File: config.mk
export PLATFORM = sky130hd
export DESIGN_NAME = zap_mul_arbiter_flat
export DESIGN_NICKNAME = d
export VERILOG_FILES = /design/src/rtl/zap_mul_arbiter_if.sv /design/src/rtl/zap_mul_arbiter.sv /design/src/flat_wrapper.sv
export SDC_FILE = /design/constraint.sdc
export NUM_CORES = 1
export LEC_CHECK = 0
export CORE_AREA = 2 2 199 201
export CTS_BUF_LIST = sky130_fd_sc_hd__clkbuf_4
export DETAILED_ROUTE_END_ITERATION = 8
export DIE_AREA = 0 0 201 203
export HOLD_SLACK_MARGIN = 0.1
export SLEW_MARGIN = 20
export SYNTH_ARGS = -nofsm -noshare
export SYNTH_HDL_FRONTEND = slang
export SYNTH_SLANG_ARGS = --single-unit
File: constraint.sdc
create_clock -name i_clk -period 5.7 [get_ports i_clk]
set_input_delay 1.14 -clock i_clk [delete_from_list [all_inputs] [get_ports i_clk]]
set_output_delay 1.14 -clock i_clk [all_outputs]
set_load 0.1 [all_outputs]
File: src/rtl/zap_mul_arbiter_if.sv
// zap_mul_arbiter_if
//   Requester-side bus of the shared multiplier arbiter: per-requester
//   request handshake and operands (flattened, requester k in slice k) plus
//   the shared tagged response.
//   master : requester front ends (drive requests, receive grant/response)
//   slave  : zap_mul_arbiter
//   req_valid/req_ready : NREQ     request valid / one-hot grant
//   req_op              : NREQ*OPW opcode, low-pass code (bit0 = 0)
//   req_long            : NREQ     64-bit result (low then high pass)
//   req_rm/rs/rn/rh     : NREQ*32  operands
//   rsp_valid           : NREQ     one-hot response strobe
//   rsp_lo/rsp_hi       : 32       result words (hi = 0 for short ops)
//   rsp_sat/rsp_z       : 1        saturation, zero flag of full result
interface zap_mul_arbiter_if #(
  parameter int NREQ = 2,
  parameter int OPW  = 5
);
  logic [NREQ-1:0]      req_valid;
  logic [NREQ-1:0]      req_ready;
  logic [NREQ*OPW-1:0]  req_op;
  logic [NREQ-1:0]      req_long;
  logic [NREQ*32-1:0]   req_rm;
  logic [NREQ*32-1:0]   req_rs;
  logic [NREQ*32-1:0]   req_rn;
  logic [NREQ*32-1:0]   req_rh;
  logic [NREQ-1:0]      rsp_valid;
  logic [31:0]          rsp_lo;
  logic [31:0]          rsp_hi;
  logic                 rsp_sat;
  logic                 rsp_z;

  modport master (
    output req_valid, req_op, req_long, req_rm, req_rs, req_rn, req_rh,
    input  req_ready, rsp_valid, rsp_lo, rsp_hi, rsp_sat, rsp_z
  );

  modport slave (
    input  req_valid, req_op, req_long, req_rm, req_rs, req_rn, req_rh,
    output req_ready, rsp_valid, rsp_lo, rsp_hi, rsp_sat, rsp_z
  );
endinterface

File: src/rtl/zap_mul_arbiter.sv
// zap_mul_arbiter
//   Arbitrates NREQ requesters onto one iterative multiplier core. The
//   winner's operands are latched and held on the core inputs; 64-bit
//   operations run a low pass then an immediately following high pass.
//   Completion of a pass is the first cycle after its issue cycle with
//   i_mul_busy low, so no core latency is assumed.
//   Build option: ZAP_MUL_ARBITER_RR_EN selects round-robin arbitration
//   (pointer moves to winner+1 on each handshake); undefined gives fixed
//   priority with the lowest index winning.
//   Ports:
//     i_clk, i_reset   clock, synchronous active-high reset
//     i_flush          abort in-flight op, drop pending response
//     i_stall          freeze state, latches and outputs
//     bus              requester bus (zap_mul_arbiter_if.slave)
//     o_mul_op/rm/rs/rn/rh  op and operands to the core
//     i_mul_busy/sat/nozero/rd  core status and result
module zap_mul_arbiter #(
  parameter int             NREQ   = 2,
  parameter int             OPW    = 5,
  parameter logic [OPW-1:0] NOP_OP = '0
) (
  input  logic                 i_clk,
  input  logic                 i_reset,
  input  logic                 i_flush,
  input  logic                 i_stall,
  zap_mul_arbiter_if.slave     bus,
  output logic [OPW-1:0]       o_mul_op,
  output logic [31:0]          o_mul_rm,
  output logic [31:0]          o_mul_rs,
  output logic [31:0]          o_mul_rn,
  output logic [31:0]          o_mul_rh,
  input  logic                 i_mul_busy,
  input  logic                 i_mul_sat,
  input  logic                 i_mul_nozero,
  input  logic [31:0]          i_mul_rd
);

  localparam int IDXW = (NREQ > 1) ? $clog2(NREQ) : 1;

  typedef enum logic [1:0] {S_IDLE, S_LO, S_HI, S_RSP} state_t;

  state_t          r_state;
  state_t          w_state_nxt;

  logic [IDXW-1:0] w_win;
  logic            w_any;
  logic            w_can_grant;
  logic            w_hs;
  logic            w_in_pass;
  logic            w_done;

  logic [OPW-1:0]  r_op;
  logic            r_long;
  logic [31:0]     r_rm;
  logic [31:0]     r_rs;
  logic [31:0]     r_rn;
  logic [31:0]     r_rh;
  logic [IDXW-1:0] r_idx;
  logic            r_issued;

  logic [31:0]     r_lo;
  logic            r_sat;
  logic            r_nz_lo;

  logic [31:0]     r_rsp_lo;
  logic [31:0]     r_rsp_hi;
  logic            r_rsp_sat;
  logic            r_rsp_z;

  // Pass parity is forced from state, so the latched op bit0 is never used;
  // the core's own nonzero flag is superseded by the flag derived from rd
  // across both passes.
  logic            w_unused;
  assign w_unused = ^{i_mul_nozero, r_op[0]};

`ifdef ZAP_MUL_ARBITER_RR_EN
  logic [IDXW-1:0] r_ptr;

  // Search starts at the pointer and wraps, first valid wins.
  always_comb begin
    int k;
    k     = 0;
    w_any = 1'b0;
    w_win = '0;
    for (int i = 0; i < NREQ; i++) begin
      k = (int'(r_ptr) + i) % NREQ;
      if (!w_any && bus.req_valid[k]) begin
        w_any = 1'b1;
        w_win = IDXW'(k);
      end
    end
  end

  always_ff @(posedge i_clk) begin
    if (i_reset)
      r_ptr <= '0;
    else if (w_hs)
      r_ptr <= (int'(w_win) == NREQ - 1) ? '0 : w_win + 1'b1;
  end
`else
  // Fixed priority: scan downward so the lowest valid index is kept.
  always_comb begin
    w_any = 1'b0;
    w_win = '0;
    for (int i = NREQ - 1; i >= 0; i--) begin
      if (bus.req_valid[i]) begin
        w_any = 1'b1;
        w_win = IDXW'(i);
      end
    end
  end
`endif

  // Grant only when a handshake can actually be accepted this cycle, so a
  // requester never sees ready for a transfer that flush/stall/reset drops.
  assign w_can_grant = (r_state == S_IDLE) && !i_reset && !i_flush && !i_stall;

  always_comb begin
    bus.req_ready = '0;
    if (w_can_grant && w_any)
      bus.req_ready[w_win] = 1'b1;
  end

  assign w_hs      = |(bus.req_valid & bus.req_ready);
  assign w_in_pass = (r_state == S_LO) || (r_state == S_HI);
  // The issue cycle's busy value belongs to the previous core activity.
  assign w_done    = w_in_pass && r_issued && !i_mul_busy && !i_stall && !i_flush;

  always_comb begin
    w_state_nxt = r_state;
    if (i_flush) begin
      w_state_nxt = S_IDLE;
    end else if (!i_stall) begin
      case (r_state)
        S_IDLE:  if (w_hs)   w_state_nxt = S_LO;
        S_LO:    if (w_done) w_state_nxt = r_long ? S_HI : S_RSP;
        S_HI:    if (w_done) w_state_nxt = S_RSP;
        S_RSP:               w_state_nxt = S_IDLE;
        default:             w_state_nxt = S_IDLE;
      endcase
    end
  end

  always_ff @(posedge i_clk) begin
    if (i_reset)
      r_state <= S_IDLE;
    else
      r_state <= w_state_nxt;
  end

  // Set once the issue cycle of the current pass has passed; cleared on
  // every state change so LO->HI starts a fresh issue cycle.
  always_ff @(posedge i_clk) begin
    if (i_reset || i_flush)
      r_issued <= 1'b0;
    else if (!i_stall)
      r_issued <= w_in_pass && (w_state_nxt == r_state);
  end

  always_ff @(posedge i_clk) begin
    if (w_hs) begin
      r_op   <= bus.req_op[int'(w_win)*OPW +: OPW];
      r_long <= bus.req_long[w_win];
      r_rm   <= bus.req_rm[int'(w_win)*32 +: 32];
      r_rs   <= bus.req_rs[int'(w_win)*32 +: 32];
      r_rn   <= bus.req_rn[int'(w_win)*32 +: 32];
      r_rh   <= bus.req_rh[int'(w_win)*32 +: 32];
      r_idx  <= w_win;
    end
  end

  always_ff @(posedge i_clk) begin
    if (w_done && (r_state == S_LO)) begin
      r_lo    <= i_mul_rd;
      r_sat   <= i_mul_sat;
      r_nz_lo <= |i_mul_rd;
    end
  end

  // Response fields load on the final pass completion so they are valid in
  // the RSP cycle and hold until the next response.
  always_ff @(posedge i_clk) begin
    if (i_reset) begin
      r_rsp_lo  <= '0;
      r_rsp_hi  <= '0;
      r_rsp_sat <= 1'b0;
      r_rsp_z   <= 1'b0;
    end else if (w_done && (r_state == S_LO) && !r_long) begin
      r_rsp_lo  <= i_mul_rd;
      r_rsp_hi  <= '0;
      r_rsp_sat <= i_mul_sat;
      r_rsp_z   <= ~|i_mul_rd;
    end else if (w_done && (r_state == S_HI)) begin
      r_rsp_lo  <= r_lo;
      r_rsp_hi  <= i_mul_rd;
      r_rsp_sat <= r_sat | i_mul_sat;
      r_rsp_z   <= !(r_nz_lo || (|i_mul_rd));
    end
  end

  assign bus.rsp_lo  = r_rsp_lo;
  assign bus.rsp_hi  = r_rsp_hi;
  assign bus.rsp_sat = r_rsp_sat;
  assign bus.rsp_z   = r_rsp_z;

  always_comb begin
    bus.rsp_valid = '0;
    if (r_state == S_RSP)
      bus.rsp_valid[r_idx] = 1'b1;
  end

  always_comb begin
    o_mul_op = NOP_OP;
    o_mul_rm = '0;
    o_mul_rs = '0;
    o_mul_rn = '0;
    o_mul_rh = '0;
    if (w_in_pass) begin
      o_mul_op = {r_op[OPW-1:1], (r_state == S_HI)};
      o_mul_rm = r_rm;
      o_mul_rs = r_rs;
      o_mul_rn = r_rn;
      o_mul_rh = r_rh;
    end
  end

endmodule
File: src/flat_wrapper.sv
// flat-port wrapper written by rule: the top's interface ports become plain ports
module zap_mul_arbiter_flat 
#(
  parameter int             NREQ   = 2,
  parameter int             OPW    = 5,
  parameter logic [OPW-1:0] NOP_OP = '0
)
  (i_clk, i_reset, i_flush, i_stall, o_mul_op, o_mul_rm, o_mul_rs, o_mul_rn, o_mul_rh, i_mul_busy, i_mul_sat, i_mul_nozero, i_mul_rd, bus_req_valid, bus_req_op, bus_req_long, bus_req_rm, bus_req_rs, bus_req_rn, bus_req_rh, bus_req_ready, bus_rsp_valid, bus_rsp_lo, bus_rsp_hi, bus_rsp_sat, bus_rsp_z);
  zap_mul_arbiter_if #(.NREQ(NREQ), .OPW(OPW)) bus_i ();
  input  logic i_clk;
  input  logic i_reset;
  input  logic i_flush;
  input  logic i_stall;
  output logic [OPW-1:0] o_mul_op;
  output logic [31:0] o_mul_rm;
  output logic [31:0] o_mul_rs;
  output logic [31:0] o_mul_rn;
  output logic [31:0] o_mul_rh;
  input  logic i_mul_busy;
  input  logic i_mul_sat;
  input  logic i_mul_nozero;
  input  logic [31:0] i_mul_rd;
  input wire logic [$bits(bus_i.req_valid)-1:0] bus_req_valid;
  input wire logic [$bits(bus_i.req_op)-1:0] bus_req_op;
  input wire logic [$bits(bus_i.req_long)-1:0] bus_req_long;
  input wire logic [$bits(bus_i.req_rm)-1:0] bus_req_rm;
  input wire logic [$bits(bus_i.req_rs)-1:0] bus_req_rs;
  input wire logic [$bits(bus_i.req_rn)-1:0] bus_req_rn;
  input wire logic [$bits(bus_i.req_rh)-1:0] bus_req_rh;
  output wire logic [$bits(bus_i.req_ready)-1:0] bus_req_ready;
  output wire logic [$bits(bus_i.rsp_valid)-1:0] bus_rsp_valid;
  output wire logic [$bits(bus_i.rsp_lo)-1:0] bus_rsp_lo;
  output wire logic [$bits(bus_i.rsp_hi)-1:0] bus_rsp_hi;
  output wire logic [$bits(bus_i.rsp_sat)-1:0] bus_rsp_sat;
  output wire logic [$bits(bus_i.rsp_z)-1:0] bus_rsp_z;
  assign bus_i.req_valid = bus_req_valid;
  assign bus_i.req_op = bus_req_op;
  assign bus_i.req_long = bus_req_long;
  assign bus_i.req_rm = bus_req_rm;
  assign bus_i.req_rs = bus_req_rs;
  assign bus_i.req_rn = bus_req_rn;
  assign bus_i.req_rh = bus_req_rh;
  assign bus_req_ready = bus_i.req_ready;
  assign bus_rsp_valid = bus_i.rsp_valid;
  assign bus_rsp_lo = bus_i.rsp_lo;
  assign bus_rsp_hi = bus_i.rsp_hi;
  assign bus_rsp_sat = bus_i.rsp_sat;
  assign bus_rsp_z = bus_i.rsp_z;
  zap_mul_arbiter #(.NREQ(NREQ), .OPW(OPW), .NOP_OP(NOP_OP)) u_core (.i_clk(i_clk), .i_reset(i_reset), .i_flush(i_flush), .i_stall(i_stall), .bus(bus_i), .o_mul_op(o_mul_op), .o_mul_rm(o_mul_rm), .o_mul_rs(o_mul_rs), .o_mul_rn(o_mul_rn), .o_mul_rh(o_mul_rh), .i_mul_busy(i_mul_busy), .i_mul_sat(i_mul_sat), .i_mul_nozero(i_mul_nozero), .i_mul_rd(i_mul_rd));
endmodule
## Yosys cells after proc, flatten, opt, wreduce, memory -nomap -nowiden

Index checks and enable logic that the tools add are counted.

| word-level totals | value |
|---|---|
| word-level logic and storage cells | 90 |
| input bits | 309 |
| register bits | 238 |

| operators by class | value |
|---|---|
| reductions and logical operators | 29 |
| bitwise gates (word level) | 2 |
| magnitude comparators | 4 |
| equality and inequality tests | 4 |
| mux-type cells | 29 |
| shift operators | 5 |
| $mul | 1 |

Operators by type and width:

| kind | count |
|---|---|
| 64-bit by 7-bit variable part select with 32-bit output | 4 |
| 32-bit two-way mux | 6 |
| 32-bit OR reduction | 1 |
| 10-bit by 32-bit variable part select with 5-bit output | 1 |
| 1-bit logical AND | 14 |
| 2-bit two-way mux | 7 |
| 1-bit two-way mux | 12 |
| 2-bit one-hot mux with 4 select lines | 1 |
| 1-bit zero test | 7 |
| 5-bit two-way mux | 1 |
| 2-bit equality test (second input constant) | 2 |
| 1-bit by 2-bit less-than comparator with 1-bit output (second input constant) | 2 |
| 1-bit by 3-bit multiplier with 4-bit output (second input constant) | 1 |
| 2-bit OR reduction | 2 |
| 1-bit logical OR | 3 |
| 2-bit bitwise AND | 1 |
| 1-bit demux with 1-bit select | 2 |
| 2-bit by 1-bit equality test with 1-bit output (second input constant) | 1 |
| 2-bit equality test | 1 |
| 1-bit greater-or-equal comparator (second input constant) | 2 |
| 2-bit zero test | 1 |
| 2-bit nonzero test | 1 |
| 1-bit OR | 1 |

## Logic depth before layout (Yosys ltp)

| depth | value |
|---|---|
| depth after elaboration | 15 |
| mapped depth | 9 |

## Worst setup path after synthesis

Ideal clock, no wire load.

| timing | value |
|---|---|
| path kind | in2reg |
| start point | input port i_stall |
| end point | register u_core.r_idx, enable pin |
| stages | 3 |
| path buffers | 0 |
| arrival | 4.170 ns |
| setup slack | 1.043 ns |
| required time | 5.214 ns |
| cells stage by stage | nor3_1 -> nand2_1 -> inv_1 |

| on the way | value |
|---|---|
| longest elaborated chain between the ends | 6 |

Ends and longest elaborated chain:

| what | line | text |
|---|---|---|
| start, declared | flat_wrapper.sv:13 | `input logic i_stall;` |
| 1-bit zero test | zap_mul_arbiter.sv:116 | `assign w_can_grant = (r_state == S_IDLE) && !i_reset && !i_flush && !i_stall;` |
| 1-bit logical AND | zap_mul_arbiter.sv:116 |  |
| 1-bit logical AND | zap_mul_arbiter.sv:120 | `if (w_can_grant && w_any)` |
| 2-bit two-way mux | zap_mul_arbiter.sv:120 |  |
| 2-bit bitwise AND | zap_mul_arbiter.sv:124 | `assign w_hs = \|(bus.req_valid & bus.req_ready);` |
| 2-bit OR reduction | zap_mul_arbiter.sv:124 |  |
| named net u_core.w_hs | zap_mul_arbiter.sv:48 | `logic w_hs;` |
| end signal, assigned | zap_mul_arbiter.sv:168 | `r_idx <= w_win;` |
| end, declared | zap_mul_arbiter.sv:58 | `logic [IDXW-1:0] r_idx;` |

The timed path passes the listed nets, and every way through them passes these cells.
A chain may end at the register's enable or synchronous reset.

## Final worst setup path

| timing | value |
|---|---|
| start point | register u_core.r_state[1] |
| end point | output port o_mul_rh[13] |

| on the way | value |
|---|---|
| longest elaborated chain between the ends | 3 |
| elaborated cells between the ends (all ways) | 4 |

Ends and longest elaborated chain:

| what | line | text |
|---|---|---|
| start, declared | zap_mul_arbiter.sv:42 | `state_t r_state;` |
| start signal, assigned | zap_mul_arbiter.sv:148 | `r_state <= w_state_nxt;` |
| 2-bit by 1-bit equality test with 1-bit output / 2-bit equality test (equally long branches) | zap_mul_arbiter.sv:125 | `assign w_in_pass = (r_state == S_LO) \|\| (r_state == S_HI);` |
| 1-bit logical OR (*) | zap_mul_arbiter.sv:125 |  |
| 32-bit two-way mux (*) | zap_mul_arbiter.sv:218 | `if (w_in_pass) begin` |
| end, declared | flat_wrapper.sv:18 | `output logic [31:0] o_mul_rh;` |

Every way passes the cells marked *; elsewhere a longest branch is shown, timed or not.

==> summary.md <==
| Metric | Value |
|---|---|
| Crit-path cells | inv_1 > ha_4 > buf_12 > and2_1 > clkdlybuf4s50_1 |
| Share of layout cells above drive strength 1 | 0.08348 |
| Initial antenna violation count | 9 |
| Root buf cell | clkbuf_4 |
| Post-CTS sizing | 0 |
| Net Sw Frac | 0.2473 |
| Hold buffer count at CTS | 0 |
| P per Cell Area | between 200 and 250 nW/um2 |
| Hpwl dp | 29,250 um |
| WS Path Type | flop to primary output |
| Clock sink count | between 200 and 250 |
| Wirelength per Cell | approximately 18 um |
| DRC viols | 0 |
| Critical Path Fanout Max | 85 |
| GPL Wtd Cong | around 0.86 |
| DR vias | around 10,000 |
| P&R area growth vs syn | 60.41% |
| Clock-pin transition on the worst setup and hold timing paths | about 0.070 ns |
| Worst Skew | roughly 0.024 ns |
| Seq/Total Area, Yosys | 0.6074 |
| Post-Synthesis Net Count | roughly 1,500 |
| CP arrival | about 3.7 ns |
| Switch Pwr | slightly below 1 mW |
| CP peak stage delay | between 1 and 1.5 ns |
| IO Count | between 500 and 600 |
| Synthesized netlist cell count | about 1,100 |
| Gr ovfl total | 0 |
| Unrepaired setup endpoints after global routing | no |
| Max VDD drop | roughly 0.10 mV |
| Worst slew margin | 0.2552 |
| Netlist cell types | 37 |
| Part of the power in registers | 0.477 |
| Period utilisation layout | 0.8477 |
| Leakage | around 6.5 nW |
| DR iter-0 viols | approximately 440 |
| Slew at the pin closest to its max-slew limit | roughly 1.1 ns |
| Req. time, crit path | roughly 4.6 ns |
| Post-synthesis cell area | 10,580 um2 |
| Yosys warns | 0 |
| Die area | ~41,000 um2 |
| I/O Buffers | approximately 500 |
| Final hold viol count | 0 |
| Die Width | approximately 200 um |
| Number of detailed-route iterations in the first pass | 4 |
| Hold crit path type | flop to flop |
| Die Span Y | about 200 um |
| FMAX | between 0.2 and 0.25 GHz |
| Crit path time final | 4.832 ns |
| Max-cap check violation count | 0 |
| FP Rows | around 70 |
| Core ar. | a little under 40,000 um2 |
| Setup TNS | 0 ns |
| Routed WL | just under 40,000 um |
| Worst setup SP type | flop |
| Clock tree buffer depth | 3 |
| Global Route Usage Sum | 0.1891 |
| Vias in the first global route | just under 10,000 |
| CP Capture Type | primary output |
| CTS tree | yes |
| Worst skew pair latency | around 0.73 ns |
| Num CTS Buffers | 68 |
| Synth Register Bits | around 240 |
| Kind of cell adding the most delay to the critical path | buffers and inverters |
| Via density | 4.446 |
| Fin nets | approximately 2,000 |
| Final max-slew violation count | 0 |
| Status | completed |
| Initial Util | 0.2750 |
| Fillers | ~3,800 |
| Syn avg cell area | 9.297 um2 |
| Largest net degree at the start of global routing | 135 |
| Post-CTS setup buffers | 0 |
| Post-DRT Antenna Nets | 0 |
| Hold_ws | about 0.45 ns |
| Slowest CP cell | clkdlybuf4s50_1 |
| First-pass GRT wire length | approximately 58,000 um |
| Critical path buffers and inverters | 3 |
| Setup violators final | 0 |
| Comb pwr share | 0.123 |
| Clock Power Share | 0.400 |
| H-tree levels | 3 |
| P_int | between 2 and 3 mW |
-- worst register-to-register path, delay by kind of cell, from the launching register on --
| kind | cells | cell delay (ns) |
|---|---|---|
| fa+ha+maj | 1 | 0.60 |
| simple gates | 3 | 1.10 |
| flops | 1 | 0.46 |
| buf+inv | 2 | 0.58 |
| compound gates | 1 | 0.28 |
-- sequential cells by signal (all words and copies together) (netlist names), 2 cells and up --
signal / cells
u_core.bus.rsp_lo: 32
u_core.bus.rsp_hi: 32
u_core.r_state: 2
u_core.r_rm: 32
u_core.r_op: 4
u_core.r_rn: 32
u_core.r_rh: 32
u_core.r_rs: 32
u_core.r_lo: 32
-- placed cells by master, fill, tap and decap left out, types with 2 or more instances in the layout --
cell | synthesis | routed
clkinv_1 | 0 | 8
inv_2 | 1 | 4
o21a_1 | 2 | 2
or3_1 | 2 | 2
clkdlybuf4s50_1 | 0 | 497
and2_1 | 133 | 133
nor4_1 | 8 | 8
buf_4 | 2 | 20
nand2_1 | 530 | 530
o21ai_0 | 3 | 3
inv_1 | 6 | 5
nand3_1 | 6 | 4
diode_2 | 0 | 5
or2_2 | 3 | 3
nor2_1 | 39 | 39
nand3_2 | 0 | 2
clkinv_2 | 0 | 2
edfxtp_1 | 168 | 168
clkbuf_4 | 0 | 101
dfxtp_1 | 69 | 69
nand4_1 | 2 | 2
buf_12 | 0 | 2
a21oi_1 | 38 | 38
ha_1 | 5 | 4
a311oi_1 | 33 | 33
nor2b_1 | 2 | 2
-- metal layers --
layer / global-route usage / share of wire
met5: 0 / 0.0011
met4: 0.06905 / 0.023
met3: 0.06356 / 0.086
met2: 0.3391 / 0.51
met1: 0.2076 / 0.38
-- layout make-up --
class | count | area (um2) | area share
sequential | 237 | 6426 | 0.3786
antenna | 5 | 12.51 | 0.0007372
clock inverter | 15 | 85.08 | 0.005013
inverter | 7 | 33.78 | 0.001991
multi-input combinational | 822 | 3842 | 0.2264
timing repair buffer | 519 | 5165 | 0.3043
tap | 518 | 648.1 | 0.03819
clock buffer | 101 | 758.2 | 0.04468
-- cells by family (layout without fill, tap and decap cells) --
family                     count (synthesis)  after routing  synth area share
adders and majority gates                  5              5          0.005913
DFF                                      237            237            0.6074
other                                      0              5                 0
buffers and inverters                     79            642           0.03240
and+or+nand+nor                          735            735            0.3013
AOI/OAI and AO/OA                         82             82           0.05298
-- power groups by stage --
stage	clock network (mW)	registers, mW	logic (mW)
detailed placement	0	1.93	0.489
global route	1.74	1.89	0.523
finish	1.58	1.89	0.486
CTS	1.65	1.89	0.491
floorplan	0	1.93	0.196
global placement	0	1.92	0.486
-- through the flow --
step           setup slack, ns  total power, mW  cells  instance area (um2)    util
6_report                0.8680            3.957   2224                16970  0.4412
5_1_grt                 0.6083            4.153   2220                16960  0.4409
4_1_cts                 0.7412            4.030   2219                16960  0.4409
3_5_place_dp             1.503            2.415   2103                16120  0.4189
3_3_place_gp             1.565            2.411   2103                16120  0.4189
2_1_floorplan            1.043            2.123   1138                10580       -
-- path summary, 6_finish.rpt --
kind / startpoint / end / slack [ns] / depth (start not counted)
min reg2reg: u_core.bus.rsp_hi[25] / u_core.bus.rsp_hi[25] / 0.45 / 2
min: u_core.bus.rsp_hi[25] / u_core.bus.rsp_hi[25] / 0.45 / 2
max reg2reg: u_core.r_state[1] / u_core.bus.rsp_lo[8] / 2.56 / 7
max: u_core.r_state[1] / o_mul_rh[13] / 0.87 / 5
-- cells in the mapped netlist --
master | number | share of area
buf_6 | 3 | 0.0032
nor4_1 | 8 | 0.0047
nand2b_1 | 2 | 0.0012
ha_1 | 5 | 0.0059
buf_1 | 11 | 0.0039
buf_4 | 2 | 0.0014
dfxtp_1 | 69 | 0.13
a311oi_1 | 33 | 0.027
nand3_1 | 6 | 0.0028
clkbuf_1 | 43 | 0.015
o41ai_1 | 1 | 0.00083
nor2b_1 | 2 | 0.0012
nand2_1 | 530 | 0.19
o21ai_0 | 3 | 0.0014
nand4_1 | 2 | 0.0012
inv_2 | 1 | 0.00035
edfxtp_1 | 168 | 0.48
nor3_1 | 1 | 0.00047
buf_2 | 13 | 0.0061
nand4b_1 | 1 | 0.00083
inv_1 | 6 | 0.0021
nor2_1 | 39 | 0.014
a21oi_1 | 38 | 0.018
and3_1 | 2 | 0.0012
a211oi_1 | 1 | 0.00071
a21boi_0 | 1 | 0.00071
a21bo_2 | 1 | 0.00095
o21a_1 | 2 | 0.0014
or3_1 | 2 | 0.0012
and2_1 | 133 | 0.079
nand4bb_1 | 1 | 0.0011
or2_2 | 3 | 0.0018
o2111ai_1 | 1 | 0.00083
or4b_1 | 1 | 0.00095
a2111oi_0 | 1 | 0.00083
and4bb_4 | 1 | 0.0015
nand3b_1 | 1 | 0.00071
(Power assumes the default switching activity.)
